===== src/rtl/vga_cap_pkg.sv =====
// Shared types and helpers for the frame capture path.
package vga_cap_pkg;

    localparam int CNT_W = 16;

    typedef enum logic [1:0] {
        IDLE,
        ARM,
        CAPTURE,
        DONE
    } cap_state_t;

    function automatic int unsigned frame_pixels(input int unsigned h_active,
                                                 input int unsigned v_active);
        return h_active * v_active;
    endfunction

endpackage


===== src/rtl/frame_capture_if.sv =====
// Video stream in, frame-buffer write port out, for frame_capture.
interface frame_capture_if #(
    parameter int WIDTH  = 8,
    parameter int ADDR_W = 19
);
    logic              i_vsync;
    logic              i_hsync;
    logic              i_de;
    logic [WIDTH-1:0]  i_data;
    logic              o_wr_en;
    logic [ADDR_W-1:0] o_wr_addr;
    logic [WIDTH-1:0]  o_wr_data;

    // The write port has no back-pressure: each cycle with o_wr_en high
    // is one complete write of o_wr_data at o_wr_addr.
    modport master (
        output i_vsync, i_hsync, i_de, i_data,
        input  o_wr_en, o_wr_addr, o_wr_data
    );

    modport slave (
        input  i_vsync, i_hsync, i_de, i_data,
        output o_wr_en, o_wr_addr, o_wr_data
    );
endinterface


===== src/rtl/sync_edge_det.sv =====
// Registers a sync-style signal and flags edges of the live input against
// the registered copy; the history resets to the signal's idle level.
module sync_edge_det #(
    parameter logic IDLE_LVL = 1'b1
) (
    input  logic clk,
    input  logic rstn,
    input  logic sig,
    output logic rise,
    output logic fall
);

    logic sig_q;

    always_ff @(posedge clk or negedge rstn) begin
        if (!rstn) sig_q <= IDLE_LVL;
        else       sig_q <= sig;
    end

    assign rise = sig & ~sig_q;
    assign fall = ~sig & sig_q;

endmodule


===== src/rtl/frame_capture.sv =====
// Captures one grayscale frame on request into a raster-order write port.
// Define CAPTURE_THRESH_EN to write a binarized (all-ones/zero) mask instead.
module frame_capture
    import vga_cap_pkg::*;
#(
    parameter int WIDTH    = 8,
    parameter int H_ACTIVE = 640,
    parameter int V_ACTIVE = 480,
    parameter int ADDR_W   = 19
) (
    input  logic              clk,
    input  logic              rstn,
    frame_capture_if.slave    vid,
    input  logic [WIDTH-1:0]  i_threshold,
    input  logic              i_start,
    input  logic              i_abort,
    output logic              o_busy,
    output logic              o_done,
    output logic              o_frame_err,
    output cap_state_t        o_dbg_state,
    output logic              o_dbg_hsync
);

    localparam int PW = ADDR_W + 1;
    localparam logic [PW-1:0]    PIX_LIMIT = PW'(frame_pixels(H_ACTIVE, V_ACTIVE));
    localparam logic [CNT_W-1:0] H_REQ     = CNT_W'(H_ACTIVE);
    localparam logic [CNT_W-1:0] V_REQ     = CNT_W'(V_ACTIVE);

    function automatic logic [CNT_W-1:0] sat_inc(input logic [CNT_W-1:0] v);
        return (v == '1) ? v : v + CNT_W'(1);
    endfunction

    cap_state_t        state, state_nxt;
    logic              vs_fall, de_fall;
    logic              vs_rise_unused, de_rise_unused;
    logic [CNT_W-1:0]  x_cnt, y_cnt;
    logic [PW-1:0]     addr;
    logic              pix_vld;
    logic [ADDR_W-1:0] pix_addr;
    logic [WIDTH-1:0]  pix_data;
    logic [WIDTH-1:0]  pix_val;

    sync_edge_det #(.IDLE_LVL(1'b1)) u_vs_edge (
        .clk  (clk),
        .rstn (rstn),
        .sig  (vid.i_vsync),
        .rise (vs_rise_unused),
        .fall (vs_fall)
    );

    sync_edge_det #(.IDLE_LVL(1'b0)) u_de_edge (
        .clk  (clk),
        .rstn (rstn),
        .sig  (vid.i_de),
        .rise (de_rise_unused),
        .fall (de_fall)
    );

`ifdef CAPTURE_THRESH_EN
    always_comb begin
        pix_val = (vid.i_data >= i_threshold) ? '1 : '0;
    end
`else
    logic unused_threshold;
    assign unused_threshold = ^i_threshold;
    always_comb begin
        pix_val = vid.i_data;
    end
`endif

    always_ff @(posedge clk or negedge rstn) begin
        if (!rstn) state <= IDLE;
        else       state <= state_nxt;
    end

    // Abort takes priority over a vsync edge seen in the same cycle.
    always_comb begin
        state_nxt = state;
        case (state)
            IDLE:    if (i_start) state_nxt = ARM;
            ARM: begin
                if (i_abort)      state_nxt = IDLE;
                else if (vs_fall) state_nxt = CAPTURE;
            end
            CAPTURE: begin
                if (i_abort)      state_nxt = IDLE;
                else if (vs_fall) state_nxt = DONE;
            end
            DONE:    state_nxt = IDLE;
            default: state_nxt = IDLE;
        endcase
    end

    // Pixels pass through one staging register and then the output register,
    // so a pixel sampled at edge N is on the write port after edge N+1.
    always_ff @(posedge clk or negedge rstn) begin
        if (!rstn) begin
            x_cnt         <= '0;
            y_cnt         <= '0;
            addr          <= '0;
            o_frame_err   <= 1'b0;
            pix_vld       <= 1'b0;
            pix_addr      <= '0;
            pix_data      <= '0;
            vid.o_wr_en   <= 1'b0;
            vid.o_wr_addr <= '0;
            vid.o_wr_data <= '0;
            o_dbg_hsync   <= 1'b1;
        end else begin
            o_dbg_hsync <= vid.i_hsync;
            vid.o_wr_en <= pix_vld;
            if (pix_vld) begin
                vid.o_wr_addr <= pix_addr;
                vid.o_wr_data <= pix_data;
            end
            pix_vld <= 1'b0;

            case (state)
                IDLE: begin
                    if (i_start) begin
                        o_frame_err <= 1'b0;
                        x_cnt       <= '0;
                        y_cnt       <= '0;
                        addr        <= '0;
                    end
                end
                CAPTURE: begin
                    if (!i_abort) begin
                        if (vid.i_de) begin
                            // Pixels past the end of the frame buffer are dropped.
                            if (addr < PIX_LIMIT) begin
                                pix_vld  <= 1'b1;
                                pix_addr <= addr[ADDR_W-1:0];
                                pix_data <= pix_val;
                                addr     <= addr + PW'(1);
                            end else begin
                                o_frame_err <= 1'b1;
                            end
                            x_cnt <= sat_inc(x_cnt);
                        end
                        if (de_fall) begin
                            if (x_cnt != H_REQ) o_frame_err <= 1'b1;
                            y_cnt <= sat_inc(y_cnt);
                            x_cnt <= '0;
                        end
                        if (vs_fall && (y_cnt != V_REQ)) o_frame_err <= 1'b1;
                    end
                end
                default: ;
            endcase
        end
    end

    assign o_busy      = (state == ARM) || (state == CAPTURE);
    assign o_done      = (state == DONE);
    assign o_dbg_state = state;

endmodule


===== src/flat_wrapper.sv =====
// flat-port wrapper written by rule: the top's interface ports become plain ports
module frame_capture_flat import vga_cap_pkg::*;
#(
    parameter int WIDTH    = 8,
    parameter int H_ACTIVE = 640,
    parameter int V_ACTIVE = 480,
    parameter int ADDR_W   = 19
)
  (clk, rstn, i_threshold, i_start, i_abort, o_busy, o_done, o_frame_err, o_dbg_state, o_dbg_hsync, vid_i_vsync, vid_i_hsync, vid_i_de, vid_i_data, vid_o_wr_en, vid_o_wr_addr, vid_o_wr_data);
  frame_capture_if #(.WIDTH(WIDTH), .ADDR_W(ADDR_W)) vid_i ();
  input  logic clk;
  input  logic rstn;
  input  logic [WIDTH-1:0] i_threshold;
  input  logic i_start;
  input  logic i_abort;
  output logic o_busy;
  output logic o_done;
  output logic o_frame_err;
  output cap_state_t o_dbg_state;
  output logic o_dbg_hsync;
  input wire logic [$bits(vid_i.i_vsync)-1:0] vid_i_vsync;
  input wire logic [$bits(vid_i.i_hsync)-1:0] vid_i_hsync;
  input wire logic [$bits(vid_i.i_de)-1:0] vid_i_de;
  input wire logic [$bits(vid_i.i_data)-1:0] vid_i_data;
  output wire logic [$bits(vid_i.o_wr_en)-1:0] vid_o_wr_en;
  output wire logic [$bits(vid_i.o_wr_addr)-1:0] vid_o_wr_addr;
  output wire logic [$bits(vid_i.o_wr_data)-1:0] vid_o_wr_data;
  assign vid_i.i_vsync = vid_i_vsync;
  assign vid_i.i_hsync = vid_i_hsync;
  assign vid_i.i_de = vid_i_de;
  assign vid_i.i_data = vid_i_data;
  assign vid_o_wr_en = vid_i.o_wr_en;
  assign vid_o_wr_addr = vid_i.o_wr_addr;
  assign vid_o_wr_data = vid_i.o_wr_data;
  frame_capture #(.WIDTH(WIDTH), .H_ACTIVE(H_ACTIVE), .V_ACTIVE(V_ACTIVE), .ADDR_W(ADDR_W)) u_core (.clk(clk), .rstn(rstn), .vid(vid_i), .i_threshold(i_threshold), .i_start(i_start), .i_abort(i_abort), .o_busy(o_busy), .o_done(o_done), .o_frame_err(o_frame_err), .o_dbg_state(o_dbg_state), .o_dbg_hsync(o_dbg_hsync));
endmodule

===== config.mk =====
export PLATFORM = sky130hd
export DESIGN_NAME = frame_capture_flat
export DESIGN_NICKNAME = d
export VERILOG_FILES = /design/src/rtl/vga_cap_pkg.sv /design/src/rtl/frame_capture_if.sv /design/src/rtl/sync_edge_det.sv /design/src/rtl/frame_capture.sv /design/src/flat_wrapper.sv
export SDC_FILE = /design/constraint.sdc
export NUM_CORES = 1
export LEC_CHECK = 0
export ABC_AREA = 1
export ABC_CLOCK_PERIOD_IN_PS = 2100
export CORE_MARGIN = 3
export CORE_UTILIZATION = 52
export DETAILED_ROUTE_END_ITERATION = 12
export PLACE_DENSITY = 0.86
export SYNTH_ARGS = -nofsm -noshare
export SYNTH_HDL_FRONTEND = slang
export SYNTH_HIERARCHICAL = 1
export SYNTH_SLANG_ARGS = --single-unit

===== constraint.sdc =====
create_clock -name clk -period 2.1 [get_ports clk]
set_clock_uncertainty 0.15 [all_clocks]
set_input_delay 0.63 -clock clk [delete_from_list [all_inputs] [get_ports clk]]
set_output_delay 0.63 -clock clk [all_outputs]
set_load 0.03 [all_outputs]

==> flow_summary.json <==
{
  "status": "finished clean",
  "fp.dieH_um": 114,
  "die_width_um": 114,
  "place_area_mm2": 0.00690,
  "worstPathCellList": "inv_4, ha_4, buf_6",
  "path_clk_slew_ns": 0.05,
  "grt_max_degree": 34,
  "critPathSlowestCell": "dfrtp_2",
  "cap_violations": 0,
  "p_leak_uw": 0.00354,
  "end_kind": "primary output",
  "ios": 57,
  "syn_inst": 736,
  "tns_ns": 0,
  "cts-root-buf": "clkbuf_16",
  "cpLargestDelayFamily": "flip-flops",
  "std_cell_rows": 38,
  "wl_per_cell_um": 13.9,
  "firstDrtPassIters": 5,
  "tightest_slew_ns": 0.446,
  "drc": 0,
  "rsz0062_at_grt": "true",
  "crit_arrival_ns": 1.30,
  "reg2regPathDepth": 11,
  "core_area_mm2": 0.0111,
  "antenna_found_initial": 0,
  "hp-class": "in2async",
  "power.density_mw_per_mm2": 992,
  "syn-cell-area_mm2": 0.00609,
  "grt_pass1_wl_mm": 23.8,
  "antenna_cells": 0,
  "max_stage_delay_ns": 0.46,
  "hpwl_mm": 9.32,
  "crit_required_ns": 1.32,
  "period_share_pct": 99.1,
  "cp_max_fo": 5,
  "finalWirelength_mm": 13.5,
  "syn2layout_area_growth_pct": 23.6,
  "yosys_warnings": 6,
  "port_buffers": 48,
  "drt_iter0_markers": 378,
  "finalSetupViolCount": 0,
  "gp_congestion": 0.939,
  "cts.sinks": 114,
  "syn-num-nets": 769,
  "cts_buffer_depth": 2,
  "slew_headroom_pct": 70.0,
  "overflow": 0,
  "fmaxAchievable_mhz": 481,
  "drive_gt1_share_pct": 18.4,
  "p_total_uw": 7460,
  "cts-buffers-inserted": 17,
  "crit_cells": 3,
  "clock_latency_ns": 0.42,
  "crit_type": "reg2out",
  "gr-usage-all-layers_pct": 22.8,
  "final_hold_viol_count": 0,
  "startpoint_type": "register",
  "routed_via_density": 5.33,
  "via_count": 5182,
  "cts_tree": "yes",
  "cts_max_level": 4,
  "ir_drop_mv": 0.880,
  "initial_core_util_pct": 54.7,
  "fp.dieArea_mm2": 0.0130,
  "whs_ns": 0.00911,
  "finalCriticalPeriod_ns": 2.08,
  "syn_area_per_cell_um2": 8.27,
  "crit_buf_inv": 2,
  "cts_hold_buf": 0,
  "drtAntennaViolNets": 0,
  "nNetsFinal": 852,
  "grt_pass1_vias": 5073,
  "drv_slew": 0,
  "final_cell_area_mm2": 0.00752
}
==> cells in the final DEF (no fill, tap or decap), types with 3 or more instances in the layout <==
master / n
o21ai_1: 14
buf_4: 33
bufinv_16: 4
ha_1: 8
clkbuf_1: 3
clkbuf_16: 17
mux2_2: 27
a21oi_1: 4
nor3_1: 11
clkinv_2: 3
dfrtp_1: 110
nand3_1: 67
buf_12: 5
nand2_2: 17
nor2_1: 79
dlygate4sd2_1: 31
nand4_1: 15
nand2_1: 201
o21ai_2: 13
clkdlybuf4s50_1: 13
inv_1: 65
nor2_2: 3
xor2_1: 13
o21ai_0: 39
==> per-stage QoR <==
stage	cells	utilization (%)	setup slack, ns
detailed placement	938	62.0	-0.310
floorplan	736	-	0.0159
finish	972	67.6	0.0193
global placement	938	62.0	-0.244
CTS	970	67.4	-0.0302
global route	972	67.6	-0.0191
==> power by group <==
group          internal, uW  switching (uW)  total, uW
Clock                  2040             988       3030
Sequential             2420             140       2560
Combinational           701            1180       1880
==> worst reg2reg max path: cells and delay by family (launching register included) <==
kind / cells / cell delay, ns
AO/OA/AOI/OAI: 2 / 0.28
adder cells (fa/ha/maj): 1 / 0.16
buffers and inverters: 3 / 0.32
flip-flops: 1 / 0.44
AND/OR/NAND/NOR: 5 / 0.56
==> area by class of cell <==
type	count	area, um^2
tap	140	175
timing repair buffer	86	782
clock inverter	10	159
fill	891	3600
inverter	72	285
clock buffer	22	464
multi-input combinational	528	2800
sequential	114	2860
==> final timing paths <==
check                                                   from                                   end  slack [ns]
min in group clk              u_core/pix_data[7]$_DFFE_PN0P_        u_core/pix_data[7]$_DFFE_PN0P_        0.33
setup reg to reg           u_core/o_dbg_state[0]$_DFFE_PN0P_            u_core/addr[9]$_DFFE_PN0P_        0.08
hold / removal                                          rstn   u_core/vid.o_wr_addr[6]$_DFFE_PN0P_       0.009
hold reg to reg               u_core/pix_data[7]$_DFFE_PN0P_        u_core/pix_data[7]$_DFFE_PN0P_        0.33
max in group asynchronous                               rstn  u_core/vid.o_wr_addr[13]$_DFFE_PN0P_        1.14
setup / recovery           u_core/o_dbg_state[1]$_DFFE_PN0P_                                o_busy        0.02
==> state kept, by name, indices dropped and copies added, names as in the netlist <==
signal	flops
u_core/u_de_edge/sig_q	1
u_core/pix_addr	19
u_core/u_vs_edge/sig_q	1
u_core/pix_data	8
u_core/o_dbg_state	2
u_core/vid.o_wr_data	8
u_core/vid.o_wr_en	1
u_core/o_frame_err	1
u_core/o_dbg_hsync	1
u_core/pix_vld	1
u_core/y_cnt	16
u_core/vid.o_wr_addr	19
u_core/addr	20
u_core/x_cnt	16
==> layer usage <==
metal,part of all wire [%],track usage (%)
met1,43,28.0
met2,49,38.1
met3,5.4,5.97
met4,2.3,9.58
met5,0,0
==> repair_timing <==
action	in CTS	in global routing
endpoints found under the setup margin	41	36
resized for setup	41	7
pin swaps	0	2
buffers inserted	0	2
Note: power is estimated with default switching activity, not from simulation.
==> edit (same settings) <==
`WIDTH` is set to 8 in 3 places; all go to 6.
--- a/src/rtl/frame_capture_if.sv
+++ b/src/rtl/frame_capture_if.sv
@@ -1,6 +1,6 @@
 // Video stream in, frame-buffer write port out, for frame_capture.
 interface frame_capture_if #(
-    parameter int WIDTH  = 8,
+    parameter int WIDTH  = 6,
     parameter int ADDR_W = 19
 );
     logic              i_vsync;
--- a/src/rtl/frame_capture.sv
+++ b/src/rtl/frame_capture.sv
@@ -3,7 +3,7 @@
 module frame_capture
     import vga_cap_pkg::*;
 #(
-    parameter int WIDTH    = 8,
+    parameter int WIDTH    = 6,
     parameter int H_ACTIVE = 640,
     parameter int V_ACTIVE = 480,
     parameter int ADDR_W   = 19
--- a/src/flat_wrapper.sv
+++ b/src/flat_wrapper.sv
@@ -1,7 +1,7 @@
 // flat-port wrapper written by rule: the top's interface ports become plain ports
 module frame_capture_flat import vga_cap_pkg::*;
 #(
-    parameter int WIDTH    = 8,
+    parameter int WIDTH    = 6,
     parameter int H_ACTIVE = 640,
     parameter int V_ACTIVE = 480,
     parameter int ADDR_W   = 19
Interface: changed (resized i_threshold, vid_i_data and vid_o_wr_data); port bits go from 57 to 51. No check against the original RTL was run, so the function may have changed too.
==> edit against the original RTL <==
Wire length increased by 0.32%. Global-route usage decreased by 0.48 points. Sequential cell count decreased by 4. Power decreased by 27%. Fmax about the same. Area after synthesis decreased by 4.6%. Worst setup slack improved by 0.0017 ns. Combinational power decreased by 5%. First-iteration DRC count increased by 8.7%. Final area decreased by 8.6%. Sequential share of layout area increased by 2.1 points.
==> edit: results (changes against the original RTL) <==
cts:
  path_clk_slew_ns: 0.12  # +0.07 ns
  cts_max_level: 3  # -1
  clock_latency_ns: 0.38  # -0.04 ns
  cts_root_buf: "clkbuf_8"
  cts_made_buffers: 9  # -8
  ctsLongestPathBuffers: 2  # unchanged
global_routing:
  antenna_found_initial: 0  # unchanged
  grt_pass1_wl_um: 23300  # -2.1%
  grt_start_max_net_pins: 33  # -2.9%
  first_global_vias: 5053  # -0.39%
  track_usage_pct: 22.3  # -0.48 points
routing:
  initialDrtViolationCount: 411  # +8.7%
  dr.pass1.iters: 6  # +1
  routed-wl-met3_um: 796  # +9.0%
  wl_met1_um: 5660  # -2.9%
  wl_met2_um: 6770  # +1.4%
  drt-total-wl_um: 13600  # +0.32%
  top_layer_used: "met4"
  vias: 5189  # +0.14%
setup_path:
  critPathArrivalTime_ns: 1.30  # about the same
  path_delay_family: "flip-flops"
  critPathMaxFanout: 5  # unchanged
  cpMaxStageDelayCell: "dfrtp_2"
  crit_path_max_incr_delay_ns: 0.49  # +0.03 ns
final_layout:
  fillerInstances: 871  # -2.2%
  drive_gt1_share_pct: 15.0  # -3.4 points
  nets: 819  # -3.9%
  top_regs: "u_core/addr: 20 flops, u_core/pix_addr: 19 flops, u_core/vid.o_wr_addr: 19 flops"
  diodes: 0  # unchanged
power:
  p_leak_nw: 3.23  # -8.9%
  vdd_ir_drop_max_uv: 715  # -19%
place:
  hpwlAfterDp_um: 9720  # +4.2%
  dp_slack_ns: -0.349  # -0.0390 ns
  gp_congestion: 0.915  # -2.5%
  io_buffers: 44  # -8.3%
run_status:
  run_status: "completed"
logic_synthesis:
  synth_nets: 746  # -3.0%
  ys_warn_count: 6  # unchanged
run:
  maxCapViolCount: 0  # unchanged
timing:
  worst_pin_slew_ns: 0.495  # +0.0491 ns
hold_path:
  hold_path.class: "input port to asynchronous set/reset pin"
## edit: cell type report
| type | instances | area, sq um | share of cell area [%] |
|---|---|---|---|
| sequential | 110 | 2760 | 40.1 |
| multi-input combinational | 508 | 2670 | 38.8 |
| timing repair buffer | 82 | 774 | 11.3 |
| inverter | 79 | 315 | 4.59 |
| tap | 136 | 170 | 2.48 |
| clock buffer | 10 | 128 | 1.86 |
| clock inverter | 6 | 62.6 | 0.910 |
## edit: final timing paths
path | from | end | slack (ns) | cells after the start
max in group asynchronous | rstn | u_core/addr[18] | 1.17 | 2
hold / removal | rstn | u_core/vid.o_wr_addr[7] | 0.04 | 1
hold reg to reg | u_core/pix_addr[11] | u_core/pix_addr[11] | 0.34 | 2
min in group clk | u_core/pix_addr[11] | u_core/pix_addr[11] | 0.34 | 2
setup reg to reg | u_core/o_dbg_state[0] | u_core/x_cnt[0] | 0.11 | 11
setup / recovery | u_core/o_dbg_state[1] | o_busy | 0.02 | 3
## edit: worst register-to-register path, delay by kind of cell, from the launching register on
family,cells,cell delay (ns)
flops,1,0.44
buf+inv,3,0.34
fa+ha+maj,1,0.18
compound gates,2,0.30
simple gates,5,0.47
## edit: layer usage
metal	vias up	GRT usage (%)
met5	-	0
met4	0	9.33
met3	39	3.26
met2	222	38.2
met1	2455	28.3
li1	2473	-
## edit: what timing repair did
action                     4_1_cts  5_1_grt
hold buffers                     0        0
setup endpoints to repair       51       46
resized for setup               39       19
pin swaps                        1        3
buffers inserted                 1        3
## edit: per-stage QoR
stage / instances / util (%) / area, sq um
2_1_floorplan: 717 / - / 5810
3_3_place_gp: 911 / 62.4 / 6610
3_5_place_dp: 911 / 62.4 / 6610
4_1_cts: 928 / 64.1 / 6800
5_1_grt: 931 / 64.8 / 6870
6_report: 931 / 64.8 / 6870
## edit: power breakdown
group / total, mW / leakage [nW] / switching (mW) / internal, mW
logic: 1.79 / 1.62 / 1.13 / 0.666
clock network: 1.26 / 0.0965 / 0.796 / 0.467
registers: 2.43 / 1.51 / 0.119 / 2.31
